### src/rtl/hwrandom_pipe.sv
// Entropy pipeline: XOR-reduced ring-oscillator samples, optional von Neumann
// debiasing, word assembly, repetition-count health test and a FWFT output FIFO.
module hwrandom_pipe #(
  parameter int NUM_RINGOSCS = 131,
  parameter int WORD_BITS    = 8,
  parameter int SAMPLE_DIV   = 64,
  parameter int FIFO_DEPTH   = 16,
  parameter int RCT_LIMIT    = 32
) (
  input  logic                          clk,
  input  logic                          reset,
  input  logic [NUM_RINGOSCS-1:0]       ring_bits,
  input  logic                          mode,
  output logic [WORD_BITS-1:0]          out_data,
  output logic                          out_valid,
  input  logic                          out_ready,
  output logic [$clog2(FIFO_DEPTH):0]   fifo_count,
  output logic                          health_fail,
  output logic [31:0]                   disp_word
);

  localparam int CW = $clog2(FIFO_DEPTH) + 1;
  localparam int PW = $clog2(FIFO_DEPTH);
  localparam int DW = $clog2(SAMPLE_DIV);
  localparam int RW = $clog2(RCT_LIMIT + 1);
  localparam int BW = $clog2(WORD_BITS + 1);

  logic [NUM_RINGOSCS-1:0] sync1, sync2;
  logic [DW-1:0]           div_cnt;
  logic                    strobe, raw_bit;
  logic [RW-1:0]           run_cnt;
  logic                    last_bit;
  logic                    mode_q;
  logic                    pair_full, pair_first;
  logic                    acc_valid, acc_bit;
  logic [WORD_BITS-1:0]    word, word_next, push_word;
  logic [WORD_BITS:0]      word_wide;
  logic [BW-1:0]           bit_cnt;
  logic                    push_pend;
  logic [WORD_BITS-1:0]    mem [FIFO_DEPTH];
  logic [PW-1:0]           wr_ptr, rd_ptr;
  logic [CW-1:0]           count;
  logic                    pop, full, wr_ok;
  logic [15:0]             drop_cnt, last_pushed, push_low;

  assign strobe    = (div_cnt == DW'(SAMPLE_DIV - 1));
  assign raw_bit   = ^sync2;
  assign word_wide = {word, acc_bit};
  assign word_next = word_wide[WORD_BITS-1:0];

  always_ff @(posedge clk or posedge reset) begin
    if (reset) begin
      sync1   <= '0;
      sync2   <= '0;
      div_cnt <= '0;
    end else begin
      sync1   <= ring_bits;
      sync2   <= sync1;
      div_cnt <= strobe ? '0 : div_cnt + DW'(1);
    end
  end

  // Run length saturates at the limit; the sticky flag follows one cycle later.
  always_ff @(posedge clk or posedge reset) begin
    if (reset) begin
      run_cnt     <= '0;
      last_bit    <= 1'b0;
      health_fail <= 1'b0;
    end else begin
      if (strobe) begin
        last_bit <= raw_bit;
        if (run_cnt == '0 || raw_bit != last_bit)
          run_cnt <= RW'(1);
        else if (run_cnt != RW'(RCT_LIMIT))
          run_cnt <= run_cnt + RW'(1);
      end
      if (run_cnt == RW'(RCT_LIMIT))
        health_fail <= 1'b1;
    end
  end

  always_comb begin
    acc_valid = 1'b0;
    acc_bit   = raw_bit;
    if (strobe && !health_fail) begin
      if (!mode) begin
        acc_valid = 1'b1;
      end else if (pair_full && raw_bit != pair_first) begin
        acc_valid = 1'b1;
        acc_bit   = pair_first;
      end
    end
  end

  // A mode change or a health failure discards any half-built pair and word.
  always_ff @(posedge clk or posedge reset) begin
    if (reset) begin
      mode_q     <= 1'b0;
      pair_full  <= 1'b0;
      pair_first <= 1'b0;
      word       <= '0;
      bit_cnt    <= '0;
      push_pend  <= 1'b0;
      push_word  <= '0;
    end else begin
      mode_q    <= mode;
      push_pend <= 1'b0;
      if (health_fail || mode != mode_q) begin
        pair_full <= 1'b0;
        word      <= '0;
        bit_cnt   <= '0;
      end else begin
        if (strobe && mode) begin
          pair_full <= !pair_full;
          if (!pair_full) pair_first <= raw_bit;
        end
        if (acc_valid) begin
          word <= word_next;
          if (bit_cnt == BW'(WORD_BITS - 1)) begin
            bit_cnt   <= '0;
            push_pend <= 1'b1;
            push_word <= word_next;
          end else begin
            bit_cnt <= bit_cnt + BW'(1);
          end
        end
      end
    end
  end

  generate
    if (WORD_BITS >= 16) begin : g_low_wide
      assign push_low = push_word[15:0];
    end else begin : g_low_narrow
      assign push_low = {{(16 - WORD_BITS){1'b0}}, push_word};
    end
  endgenerate

  assign full  = (count == CW'(FIFO_DEPTH));
  assign pop   = (count != '0) && out_ready;
  assign wr_ok = push_pend && (!full || pop);

  always_ff @(posedge clk or posedge reset) begin
    if (reset) begin
      for (int i = 0; i < FIFO_DEPTH; i++) mem[i] <= '0;
      wr_ptr      <= '0;
      rd_ptr      <= '0;
      count       <= '0;
      drop_cnt    <= '0;
      last_pushed <= '0;
    end else begin
      if (wr_ok) begin
        mem[wr_ptr] <= push_word;
        wr_ptr      <= wr_ptr + PW'(1);
        last_pushed <= push_low;
      end else if (push_pend && drop_cnt != 16'hFFFF) begin
        drop_cnt <= drop_cnt + 16'd1;
      end
      if (pop) rd_ptr <= rd_ptr + PW'(1);
      case ({wr_ok, pop})
        2'b10:   count <= count + CW'(1);
        2'b01:   count <= count - CW'(1);
        default: count <= count;
      endcase
    end
  end

  assign out_data   = mem[rd_ptr];
  assign out_valid  = (count != '0);
  assign fifo_count = count;
  assign disp_word  = {drop_cnt, last_pushed};

endmodule

### config.mk
export PLATFORM = sky130hd
export DESIGN_NAME = hwrandom_pipe
export DESIGN_NICKNAME = d
export VERILOG_FILES = /design/src/rtl/hwrandom_pipe.sv
export SDC_FILE = /design/constraint.sdc
export NUM_CORES = 1
export LEC_CHECK = 0
export ABC_CLOCK_PERIOD_IN_PS = 11750
export BUFFER_PORTS_ARGS = -buffer_cell sky130_fd_sc_hd__buf_2
export CAP_MARGIN = 20
export CORE_UTILIZATION = 41
export CTS_CLUSTER_DIAMETER = 100
export DETAILED_ROUTE_END_ITERATION = 16
export GPL_TIMING_DRIVEN = 0
export HOLD_SLACK_MARGIN = 0.15
export PLACE_DENSITY = 0.7
export REMOVE_ABC_BUFFERS = 1
export SLEW_MARGIN = 25
export SYNTH_ARGS = -nofsm -noshare
export SYNTH_HDL_FRONTEND = slang
export SYNTH_SLANG_ARGS = --single-unit
### constraint.sdc
create_clock -name clk -period 11.75 [get_ports clk]
set_input_delay 0 -clock clk [delete_from_list [all_inputs] [get_ports clk]]
set_output_delay 0 -clock clk [all_outputs]
set_load 0.01 [all_outputs]
## Word level (Yosys, flattened, before mapping)

Index checks and enable logic that the tools add are counted.

| cells by class | value |
|---|---|
| $add $sub $neg | 8 |
| order comparisons | 3 |
| equal/unequal tests | 11 |
| multiplexer cells | 26 |
| bitwise operators | 5 |
| reduce and logical (&&, ||, !) cells | 24 |

Operator list:

| operator | number |
|---|---|
| XOR reduction 131 bit | 1 |
| bitwise mux 128 bit | 1 |
| binary-select mux 8 bit (select 4 bit) | 1 |
| demux 8 bit (select 4 bit) | 1 |
| 2-to-1 mux 8 bit | 3 |
| 2-to-1 mux 6 bit | 3 |
| adder 16 x 1 -> 16 bit, second input constant | 1 |
| != test 16 bit, second input constant | 1 |
| 2-to-1 mux 7 bit | 2 |
| adder 4 x 1 -> 4 bit, second input constant | 3 |
| adder 6 x 1 -> 6 bit, second input constant | 2 |
| == test 6 bit, second input constant | 2 |
| 2-to-1 mux 4 bit | 3 |
| 2-to-1 mux 1 bit | 11 |
| >= comparator 5 bit, second input constant | 2 |
| inverter 4 -> 5 bit | 2 |
| case mux 5 bit (2 select lines) | 1 |
| nonzero test 2 bit | 4 |
| logical AND 1 bit | 7 |
| logical NOT 6 bit | 1 |
| != test 6 bit, second input constant | 1 |
| AND reduction 3 bit | 2 |
| adder 5 x 1 -> 5 bit, second input constant | 1 |
| == test 5 bit, second input constant | 1 |
| 11 further kinds | 20 |

| word-level totals | value |
|---|---|
| register bits | 464 |
| input port bits | 135 |
| output and inout bits | 47 |
| logic and storage cells | 111 |

## Longest topological paths before layout

Gate-level depths: netlist of the first run.

| logic depth | value |
|---|---|
| depth after elaboration | 8 |
| gate-level depth with buffers | 13 |
| mapped depth without buffers | 11 |

## Worst setup path after synthesis of the first run

Ideal clock, no wire load.

| timing path | value |
|---|---|
| path type | reg2reg |
| start point | register count[1], in the netlist fifo_count[1] |
| end point | register count[4], in the netlist fifo_count[4] |
| setup time | 0.127 ns |
| arrival | 3.006 ns |
| data required time | 11.623 ns |
| slack | 8.618 ns |
| cell stages (with the launch flop) | 14 |
| path buffers | 2 |
| period minus slack after synthesis | 3.132 ns |
| cell sequence | dfrtp_1 > or4_1 > nor3b_1 > nor2b_1 > clkbuf_1 > clkbuf_1 > inv_1 > ha_1 > ha_1 > a21o_1 > a21oi_1 > xor2_1 > nor2_1 > xor2_1 |

| between the ends | value |
|---|---|
| word-level cells in the longest chain between the ends | 6 |
| elaborated cells on any way between the ends | 12 |
| those cells by class | add/sub: 2; eq/ne: 3; mux: 1; reduce/logical: 6 |

RTL lines:

| element | line | text |
|---|---|---|
| from (decl) | 42 | `logic [CW-1:0] count;` |
| from (signal assigned) | 161 | `2'b10: count <= count + CW'(1);` |
| from (signal assigned) | 162 | `2'b01: count <= count - CW'(1);` |
| from (signal assigned) | 163 | `default: count <= count;` |
| == test 5 bit / nonzero test 5 bit (equally long branches) | 139, 140 |  |
| logical NOT 1 bit / logical AND 1 bit (equally long branches) | 141, 140 |  |
| logical OR 1 bit | 141 | `assign wr_ok = push_pend && (!full \|\| pop);` |
| logical AND 1 bit | 141 |  |
| == test 2 x 1 -> 1 bit / == test 2 bit (equally long branches) | 160 | `case ({wr_ok, pop})` |
| case mux 5 bit (2 select lines) / nonzero test 2 bit (equally long branches) | -- |  |

Several ways; a longest one is shown, not always the timed one.
A chain may end at the register's enable or synchronous reset.

## Worst setup path after layout of the first run

| timing path | value |
|---|---|
| start point | register sync2[64] |
| end point | register push_word[4] |

| between the ends | value |
|---|---|
| word-level cells in the longest chain between the ends | 7 |

RTL lines:

| element | line | text |
|---|---|---|
| from (decl) | 28 | `logic [NUM_RINGOSCS-1:0] sync1, sync2;` |
| from (signal assigned) | 58 | `sync2 <= sync1;` |
| XOR reduction 131 bit | 47 | `assign raw_bit = ^sync2;` |
| != test 1 bit | 88 | `end else if (pair_full && raw_bit != pair_first) begin` |
| logical AND 1 bit | 88 |  |
| 2-to-1 mux 1 bit | 88 |  |
| 2-to-1 mux 1 bit | 86 | `if (!mode) begin` |
| 2-to-1 mux 1 bit | 85 | `if (strobe && !health_fail) begin` |
| AND reduction 3 bit (no line) | -- |  |
| to (signal assigned) | 122 | `push_word <= word_next;` |
| to (decl) | 36 | `logic [WORD_BITS-1:0] word, word_next, push_word;` |

No other way between the ends.

==> flow_metrics.tcl, run 1 <==
set metrics [dict create \
    status "complete, no violations" \
    drt.antenna.violating_nets 0 \
    p_per_area_mw_per_mm2 176 \
    track_usage 0.183 \
    ys_ff_latch 464 \
    fmax_ghz 0.251 \
    die_w_um 205 \
    cts.sinks 464 \
    synth_commonest_cells "dfrtp_1, mux2_2, xnor2_1" \
    cp.required_ps 12200 \
    num-fill-cells 3059 \
    syn2layout_area_growth_pct 34.1 \
    pin_count 182 \
    wl_per_cell_um 17.8 \
    yosysSeqAreaShare 0.684 \
    holdPathStages 0 \
    seqPwrFrac 0.433 \
    cts_max_path_buffers 3 \
    yosysTopAreaCellShare 0.684 \
    vias 9724 \
    synth_ff_type "dfrtp_1" \
    ys.warnings.count 0 \
    setup_tns_ps 0 \
    min-delay-start "sync1[57]" \
    r2r-start "sync2[64]" \
    hold_violations 0 \
    die_area_mm2 0.0422 \
    firstDrtPassIters 4 \
    numCtsBuffers 47 \
    async_flop_share 1.00 \
    final.setup.worst_slack_ps 7770 \
    path_max_fanout 12 \
    syn-cell-area_mm2 0.0170 \
    netlist_instances 1029 \
    synth.largest_area_cell "dfrtp_1" \
    ir_worst_vdd_v 0.000193 \
    yosysUniqueCellTypes 49 \
    rsz0062_at_grt "false" \
    fin_crit_ps 3980 \
    switching_share 0.267 \
    final-max-slew-violation-count 0 \
    startpoint_type "register" \
    dp_hpwl_um 18900 \
    end_kind "register" \
    io_buffers 173 \
    hp-class "reg -> reg" \
    period_share 0.339 \
    clk_latency_ps 590 \
    tightest_slew_ps 962 \
    max_slew_margin 0.356 \
    fin_skew_ps 32.2 \
    synth_edf_count 0 \
    leakage_nw 10.6 \
    crit_path_frequent_cell "xnor2_1" \
    rows 74 \
    r2r_cells 10 \
    wirelength_um 36500 \
    grt-ovfl-total 0 \
    combPwrFrac 0.189 \
    intPower_w 0.00294 \
    layout.nets 1637 \
    switchingPower_w 0.00107 \
    synthMostInstantiatedCell "dfrtp_1" \
    h-tree-depth 2 \
    gp_congestion 0.752 \
    grt_pass1_vias 10919 \
    vias_per_cell 4.73 \
    grt_max_degree 112 \
    cp.arrival_ps 4430 \
    initial_core_util 0.416 \
    coreArea_mm2 0.0408 \
    drcViolationCount 0 \
    p_clk_frac 0.379 \
    antenna_found_initial 1 \
    grt_pass1_wl_um 59300 \
    cpMaxStageDelayCell "nor3b_2" \
    cp_cell_sequence "xnor2_1 -> xnor2_1 -> xnor2_1 -> xnor2_1 -> xnor2_1 -> xnor3_2 -> xnor2_2 -> a41o_1 -> nor3b_2 -> mux2_4" \
    finalSetupViolations 0 \
    rr_endpoint "push_word[4]" \
    crit_type "reg -> reg" \
    synth_area_per_cell_um2 16.5 \
    final_util 0.557 \
    drv_cap 0 \
    reg2reg_slack_ps 7770 \
    yosys-top-cells-area "dfrtp_1, mux2_2, xnor2_1" \
    drive_gt1_frac 0.301 \
    post-place-ws_ps 7760 \
    hold_end "sync2[57]" \
    clk_pin_slew_ps 70 \
    cts_root_buf "clkbuf_16" \
    max_stage_delay_ps 860 \
    cts_tree "built" \
    whs_ps 347 \
    drtIter0Drc 509 \
    fp.dieH_um 205 \
]
-- routing by layer --
layer | track usage | vias up | part of all wire
li1 | - | 4446 | -
met1 | 0.224 | 4994 | 0.41
met2 | 0.319 | 210 | 0.52
met3 | 0.0334 | 74 | 0.039
met4 | 0.0725 | 0 | 0.030
met5 | 0 | - | 0
-- state kept, by name, summed over array words and instances (netlist names) --
register and flops:
wr_ptr 4, run_cnt 6, push_word 8, mem 128
bit_cnt 4, fifo_count 5, rd_ptr 4, pair_first 1
last_bit 1, mode_q 1, pair_full 1, last_pushed 8
sync1 131, health_fail 1, div_cnt 6, sync2 131
word 7, push_pend 1, drop_cnt 16
-- critical path, delay by kind of cell (launching register included) --
| kind | cells | cell delay (ps) |
|---|---|---|
| xor gates and xnor gates | 7 | 1760 |
| muxes | 1 | 350 |
| AOI/OAI and AO/OA | 1 | 450 |
| and+or+nand+nor | 1 | 860 |
| DFF | 1 | 420 |
-- worst max path at each step --
stage	start	endpoint	cells after the start
final	sync2[64]	push_word[4]	10
after global routing	sync2[24]	push_word[4]	10
after CTS	sync2[5]	push_word[4]	10
after detailed placement	sync2[5]	push_word[4]	10
after global placement	reset	mem[92]	2
after floorplan	reset	bit_cnt[0]	1
-- area by class of cell --
class / instances / area [um2] / share of cell area
well taps: 532 / 666 / 0.0292
clock buffers: 67 / 1370 / 0.0602
inverters: 10 / 45.0 / 0.00198
repair buffers: 446 / 3700 / 0.162
multi-input cells: 518 / 5150 / 0.226
clock inverters: 18 / 213 / 0.00934
flip-flops and latches: 464 / 11600 / 0.510
diodes: 1 / 2.50 / 0.000110
-- what timing repair did --
| action | CTS | global route |
|---|---|---|
| hold buffers | 267 | 0 |
| hold endpoints to repair | 405 | 0 |
| resized for setup | 0 | 0 |
| buffers inserted | 0 | 0 |
-- through the flow --
| stage | cell area [um2] | total power, W | std cells |
|---|---|---|---|
| after global placement | 18300 | 0.00242 | 1697 |
| after CTS | 22800 | 0.00404 | 2055 |
| final | 22800 | 0.00402 | 2056 |
| after global routing | 22800 | 0.00420 | 2056 |
| after detailed placement | 18500 | 0.00245 | 1703 |
| after floorplan | 16800 | 0.00227 | 992 |
-- power groups by stage --
stage,logic [W],clock network [W],registers (W)
floorplan,0.000495,0,0.00177
global placement,0.000620,0,0.00180
detailed placement,0.000690,0,0.00176
CTS,0.000761,0.00154,0.00173
global route,0.000828,0.00163,0.00175
finish,0.000758,0.00152,0.00174
-- cell families after synthesis --
kind of cell,Yosys count,share of synthesized area
flops,464,0.684
simple gates,106,0.0323
fa+ha+maj,15,0.0115
xor+xnor,161,0.0870
compound gates,38,0.0164
buf+inv,54,0.0144
other cells,1,0.000221
mux,190,0.154
-- cell usage in the layout, fill, tap and decap left out, types with 6 or more instances in the layout --
| cell | synthesis | layout |
|---|---|---|
| clkbuf_8 | 0 | 12 |
| xnor2_1 | 131 | 131 |
| conb_1 | 1 | 8 |
| mux2_2 | 141 | 141 |
| nor2_1 | 16 | 16 |
| nand4_1 | 12 | 12 |
| a22o_1 | 8 | 8 |
| buf_2 | 3 | 173 |
| clkbuf_1 | 22 | 8 |
| nand2_1 | 23 | 23 |
| mux4_2 | 40 | 40 |
| nand3_1 | 30 | 30 |
| clkbuf_16 | 0 | 47 |
| xor2_1 | 24 | 24 |
| clkinv_2 | 0 | 9 |
| a21oi_1 | 6 | 6 |
| o21ai_0 | 11 | 11 |
| inv_1 | 10 | 9 |
| ha_1 | 14 | 14 |
| mux2_4 | 8 | 8 |
| dfrtp_1 | 464 | 462 |
| dlygate4sd3_1 | 0 | 267 |
Power figures use the tool's default switching activity.
==> run 2: changes to the inputs <==
Settings changed: ABC_AREA from default to 1, ABC_CLOCK_PERIOD_IN_PS 11750 to 3900, PLACE_DENSITY 0.7 to 0.68.
Clock period 11.75 ns to 3.9 ns, I/O delays scaled along.
==> run 2 against run 1 <==
Critical path depth increased by 3. Clock skew decreased by 5.0 ps. Synthesized area increased by 10%. Via count increased by 49%. Maximum frequency increased by 15%. Cell count increased by 47%. Clock-buffer cell count decreased by 1. Combinational power increased to 2.9 times the previous value. Die area increased by 10%. Sequential cell count unchanged. Largest cell class unchanged. Critical endpoint is now fifo_count[4]. Global-route usage increased by 0.88 points.
==> flow_metrics.tcl, run 2 <==
set metrics [dict create \
    drv_cap 0 \
    yosysTopAreaCellShare 0.621 \
    clk_latency_ps 600 \
    whs_ps 341 \
    cts_resized 0 \
    antenna_found_initial 3 \
    dp_hpwl_um 25800 \
    num-fill-cells 3629 \
    crit_type "reg -> reg" \
    wl_per_cell_um 14.1 \
    yosysSeqAreaShare 0.621 \
    startpoint_type "register" \
    vias 14528 \
    status "complete, no violations" \
    layout.cells.most_common "nand2_1" \
    p_per_area_mw_per_mm2 498 \
    yosysUniqueCellTypes 39 \
    ys_ff_latch 464 \
    vias_per_cell 4.79 \
    pin_count 182 \
    final_cell_mix "nand2_1, dfrtp_1, dlygate4sd3_1, o21ai_0, buf_2" \
    numCtsBuffers 49 \
    cts_hold_buf 267 \
    grt_pass1_vias 15021 \
    cts.sinks 464 \
    netlist_instances 1951 \
    drcViolationCount 0 \
    synth.largest_area_cell "dfrtp_1" \
    max_slew_margin 0.295 \
    grt_max_degree 101 \
    cts_root_buf "clkbuf_16" \
    rsz0062_at_grt "false" \
    instances_no_fill 3031 \
    cp.required_ps 4350 \
    initial_core_util 0.419 \
    die_w_um 216 \
    synthMostInstantiatedCell "nand2_1" \
    final-max-slew-violation-count 0 \
    rows 77 \
    fin_crit_ps 3470 \
    layout.nets 2546 \
    gp_congestion 0.808 \
    setup_tns_ps 0 \
    end_kind "register" \
    synth_commonest_cells "nand2_1, dfrtp_1, o21ai_0" \
    clk_pin_slew_ps 60 \
    path_max_fanout 20 \
    die_area_mm2 0.0465 \
    cp.arrival_ps 3910 \
    ys.warnings.count 0 \
    grt-ovfl-total 0 \
    placed_cells 2670 \
    synth_edf_count 0 \
    coreArea_mm2 0.0446 \
    h-tree-depth 2 \
    finalSetupViolations 0 \
    final_util 0.553 \
    ir_worst_vdd_v 0.000340 \
    postCtsSetupRepairBufs 0 \
    synth_ff_type "dfrtp_1" \
    grt_pass1_wl_um 72500 \
    final.setup.worst_slack_ps 434 \
    track_usage 0.192 \
    firstDrtPassIters 5 \
    drive_gt1_frac 0.117 \
    synth_area_per_cell_um2 9.58 \
    leakage_nw 12.2 \
    async_flop_share 1.00 \
    yosys-top-cells-area "dfrtp_1, nand2_1, o21ai_0" \
    hold_violations 0 \
    post-place-ws_ps 447 \
    cts_tree "built" \
    period_share 0.889 \
    cts_max_path_buffers 3 \
    tightest_slew_ps 1060 \
    fmax_ghz 0.289 \
    drt.antenna.violating_nets 0 \
    syn-cell-area_mm2 0.0187 \
    fin_skew_ps 27.2 \
    hp-class "reg -> reg" \
    fp.dieH_um 216 \
    syn2layout_area_growth_pct 31.8 \
    largestRegisters "sync1 (131), sync2 (131), mem (128)" \
    drtIter0Drc 1023 \
    wirelength_um 42600 \
    io_buffers 173 \
]
[run 2: cell count changes in the layout (fill, tap and decap cells not counted), sizes merged, moves of 8 or more]
| cell | before | now |
|---|---|---|
| o221ai | 0 | 24 |
| xnor2 | 134 | 43 |
| o21ai | 14 | 191 |
| xor2 | 24 | 61 |
| nor2 | 16 | 84 |
| mux2i | 1 | 24 |
| nand2 | 23 | 746 |
| mux2 | 149 | 0 |
| inv | 11 | 128 |
| nand3 | 30 | 56 |
| mux4 | 40 | 0 |
| a22o | 8 | 0 |
[run 2: cell families (layout without fill, tap and decap cells)]
kind of cell    Yosys count  after routing  synth area share
mux                      24             24            0.0128
buf+inv                 189            667            0.0404
other cells               1             11          0.000201
xor+xnor                104            104            0.0487
fa+ha+maj                15             15            0.0104
simple gates            916            916             0.195
compound gates          238            238            0.0715
flops                   464            464             0.621
[run 2: metal layers]
layer / up-vias / global-route usage / part of all wire
li1: 7099 / - / -
met1: 7006 / 0.233 / 0.42
met2: 327 / 0.341 / 0.51
met3: 96 / 0.0285 / 0.040
met4: 0 / 0.0768 / 0.031
met5: - / 0 / 0
[run 2: area by class of cell]
| class | count | area (um2) | area share |
|---|---|---|---|
| Antenna cell | 3 | 7.51 | 0.000305 |
| Clock buffer | 66 | 1390 | 0.0565 |
| Clock inverter | 25 | 297 | 0.0120 |
| Inverter | 128 | 488 | 0.0198 |
| Multi-Input combinational cell | 1305 | 6350 | 0.258 |
| Sequential cell | 464 | 11600 | 0.471 |
| Tap cell | 592 | 741 | 0.0301 |
| Timing Repair Buffer | 448 | 3750 | 0.152 |
[run 2: power by group]
part | total [W] | switching, W | internal [W]
logic | 0.00218 | 0.00126 | 0.000920
registers | 0.00528 | 0.000275 | 0.00500
clock network | 0.00481 | 0.00196 | 0.00286
[run 2: stage by stage]
stage          area, um2  total power, W
2_1_floorplan      18400         0.00657
3_3_place_gp       20100         0.00718
3_5_place_dp       20300         0.00730
4_1_cts            24600          0.0124
5_1_grt            24600          0.0129
6_report           24600          0.0123
[run 2: worst paths after layout]
check / slack [ps] / cells after the start / start / to
worst min-delay path: 340 / 0 / sync1[34] / sync2[34]
min in group asynchronous: 680 / 4 / reset / sync2[121]
max in group asynchronous: 2000 / 6 / reset / sync1[83]
worst max register to register: 430 / 13 / fifo_count[1] / fifo_count[4]
worst max-delay path: 430 / 13 / fifo_count[1] / fifo_count[4]
worst min register to register: 340 / 0 / sync1[34] / sync2[34]
[run 2: critical path, cell delays in order (launching register included)]
cell and delay [ps]:
dfrtp_1 450, nor4_2 330, nand2_1 120, nand2_1 210, nand3_1 140, nand2_1 550
ha_1 420, ha_1 320, a21o_1 200, a31oi_1 150, inv_1 70, a21oi_1 100
o21ai_0 120, xor2_1 160
==> run 3: changes to the inputs <==
Settings changed: ABC_CLOCK_PERIOD_IN_PS 3900 to 3700, CTS_CLUSTER_DIAMETER 100 to default, PLACE_DENSITY 0.68 to 0.55.
Clock period 3.9 ns to 3.7 ns, I/O delays scaled along.
==> run 3 against run 2 <==
Sequential share of layout area barely moved. Sequential power grew 5.5%. Die area stayed put. Power grew 5.8%. Critical path depth is the same.
==> flow_metrics.tcl, run 3 (synthesized netlist as in run 2, its figures left out) <==
set metrics [dict create \
    fp.dieH_um 216 \
    path_max_fanout 20 \
    finalSetupViolations 0 \
    firstDrtPassIters 5 \
    post-route-cell-area_mm2 0.0247 \
    drcViolationCount 0 \
    ir_worst_vdd_v 0.000419 \
    final.setup.worst_slack_ps 583 \
    io_buffers 173 \
    postCtsSetupRepairBufs 0 \
    final_util 0.553 \
    reg2reg_slack_ps 580 \
    cts.sinks 464 \
    cts_root_buf "clkbuf_16" \
    vias_per_cell 4.65 \
    setup_tns_ps 0 \
    drive_gt1_frac 0.116 \
    layout.nets 2548 \
    clk_latency_ps 590 \
    period_share 0.842 \
    p_per_area_mw_per_mm2 526 \
    wirelength_um 41700 \
    rsz0062_at_grt "false" \
    h-tree-depth 2 \
    drt.antenna.violating_nets 0 \
    drv_cap 0 \
    die_w_um 216 \
    track_usage 0.188 \
    gp_congestion 0.780 \
    leakage_nw 12.2 \
    largestRegisters "sync1 (131), sync2 (131), mem (128)" \
    numCtsBuffers 51 \
    post-place-ws_ps 361 \
    fin_crit_ps 3120 \
    holdPathStages 5 \
    final-max-slew-violation-count 0 \
    fmax_ghz 0.321 \
    antenna_found_initial 2 \
    syn2layout_area_growth_pct 31.9 \
    max_slew_margin 0.305 \
    min-delay-start "out_ready" \
    tightest_slew_ps 1040 \
    grt-ovfl-total 0 \
    grt_pass1_wl_um 70500 \
    pin_count 182 \
    rr_endpoint "fifo_count[4]" \
    grt_pass1_vias 14299 \
    cts_max_path_buffers 3 \
    hold_end "rd_ptr[1]" \
    grt_max_degree 94 \
    initial_core_util 0.419 \
    end_kind "register" \
    hp-class "in -> reg" \
    rows 77 \
    layout.cells.most_common "nand2_1" \
    cp.required_ps 4160 \
    startpoint_type "register" \
    final_cell_mix "nand2_1, dfrtp_1, dlygate4sd3_1, o21ai_0, buf_2" \
    vias 14090 \
    r2r_cells 13 \
    fin_skew_ps 19.2 \
    drtIter0Drc 885 \
    hold_violations 0 \
    coreArea_mm2 0.0446 \
    place_area_mm2 0.0203 \
    crit_type "reg -> reg" \
    clk_pin_slew_ps 60 \
    dp_hpwl_um 25700 \
    status "complete, no violations" \
    cp.arrival_ps 3580 \
    r2r-start "fifo_count[1]" \
    cts_tree "built" \
    die_area_mm2 0.0465 \
    wl_per_cell_um 13.7 \
]
[run 3: layout make-up]
type                    instances  area [um2]
fillers                      3840       19900
flip-flops and latches        464       11600
multi-input cells            1305        6360
repair buffers                448        3740
clock buffers                  75        1480
well taps                     592         741
inverters                     128         488
clock inverters                18         234
diodes                          3        7.51
[run 3: stage by stage]
| stage | std cells | power (W) | hold WS [ps] |
|---|---|---|---|
| detailed placement | 2670 | 0.00774 | 79.9 |
| finish | 3033 | 0.0130 | 332 |
| global placement | 2662 | 0.00766 | 108 |
| global route | 3033 | 0.0137 | 349 |
| CTS | 3030 | 0.0131 | 297 |
| floorplan | 1897 | 0.00692 | 31.4 |
[run 3: worst max path at each step]
stage	cells past startpoint	end	startpoint
3_5_place_dp	13	fifo_count[4]	fifo_count[1]
6_report	13	fifo_count[4]	fifo_count[1]
2_1_floorplan	1	bit_cnt[0]	reset
4_1_cts	13	fifo_count[4]	fifo_count[1]
5_1_grt	13	fifo_count[4]	fifo_count[1]
3_3_place_gp	2	sync1[10]	reset
[run 3: critical path, cell delays in order (launching register included)]
cell,delay (ps)
dfrtp_1,460
nor4_2,350
nand2_1,100
nand2_1,180
nand3_1,140
nand2_2,290
ha_1,380
ha_1,320
a21o_1,190
a31oi_1,150
inv_1,70
a21oi_1,100
o21ai_0,110
xor2_1,160
[run 3: where the power goes]
group / switching, W / internal [W]
Combinational: 0.00134 / 0.000960
Clock: 0.00200 / 0.00311
Sequential: 0.000293 / 0.00528
Total: 0.00363 / 0.00934
[run 3: per-layer routing]
metal | track usage | vias up | share of wire
met5 | 0 | - | 0
met4 | 0.0629 | 0 | 0.022
met3 | 0.0328 | 63 | 0.037
met2 | 0.320 | 233 | 0.49
met1 | 0.241 | 6690 | 0.45
li1 | - | 7104 | -
[run 3: what timing repair did]
action,4_1_cts,5_1_grt
endpoints found under the setup margin,0,1
hold buffers,267,0
resized for setup,0,1
endpoints found under the hold margin,384,0
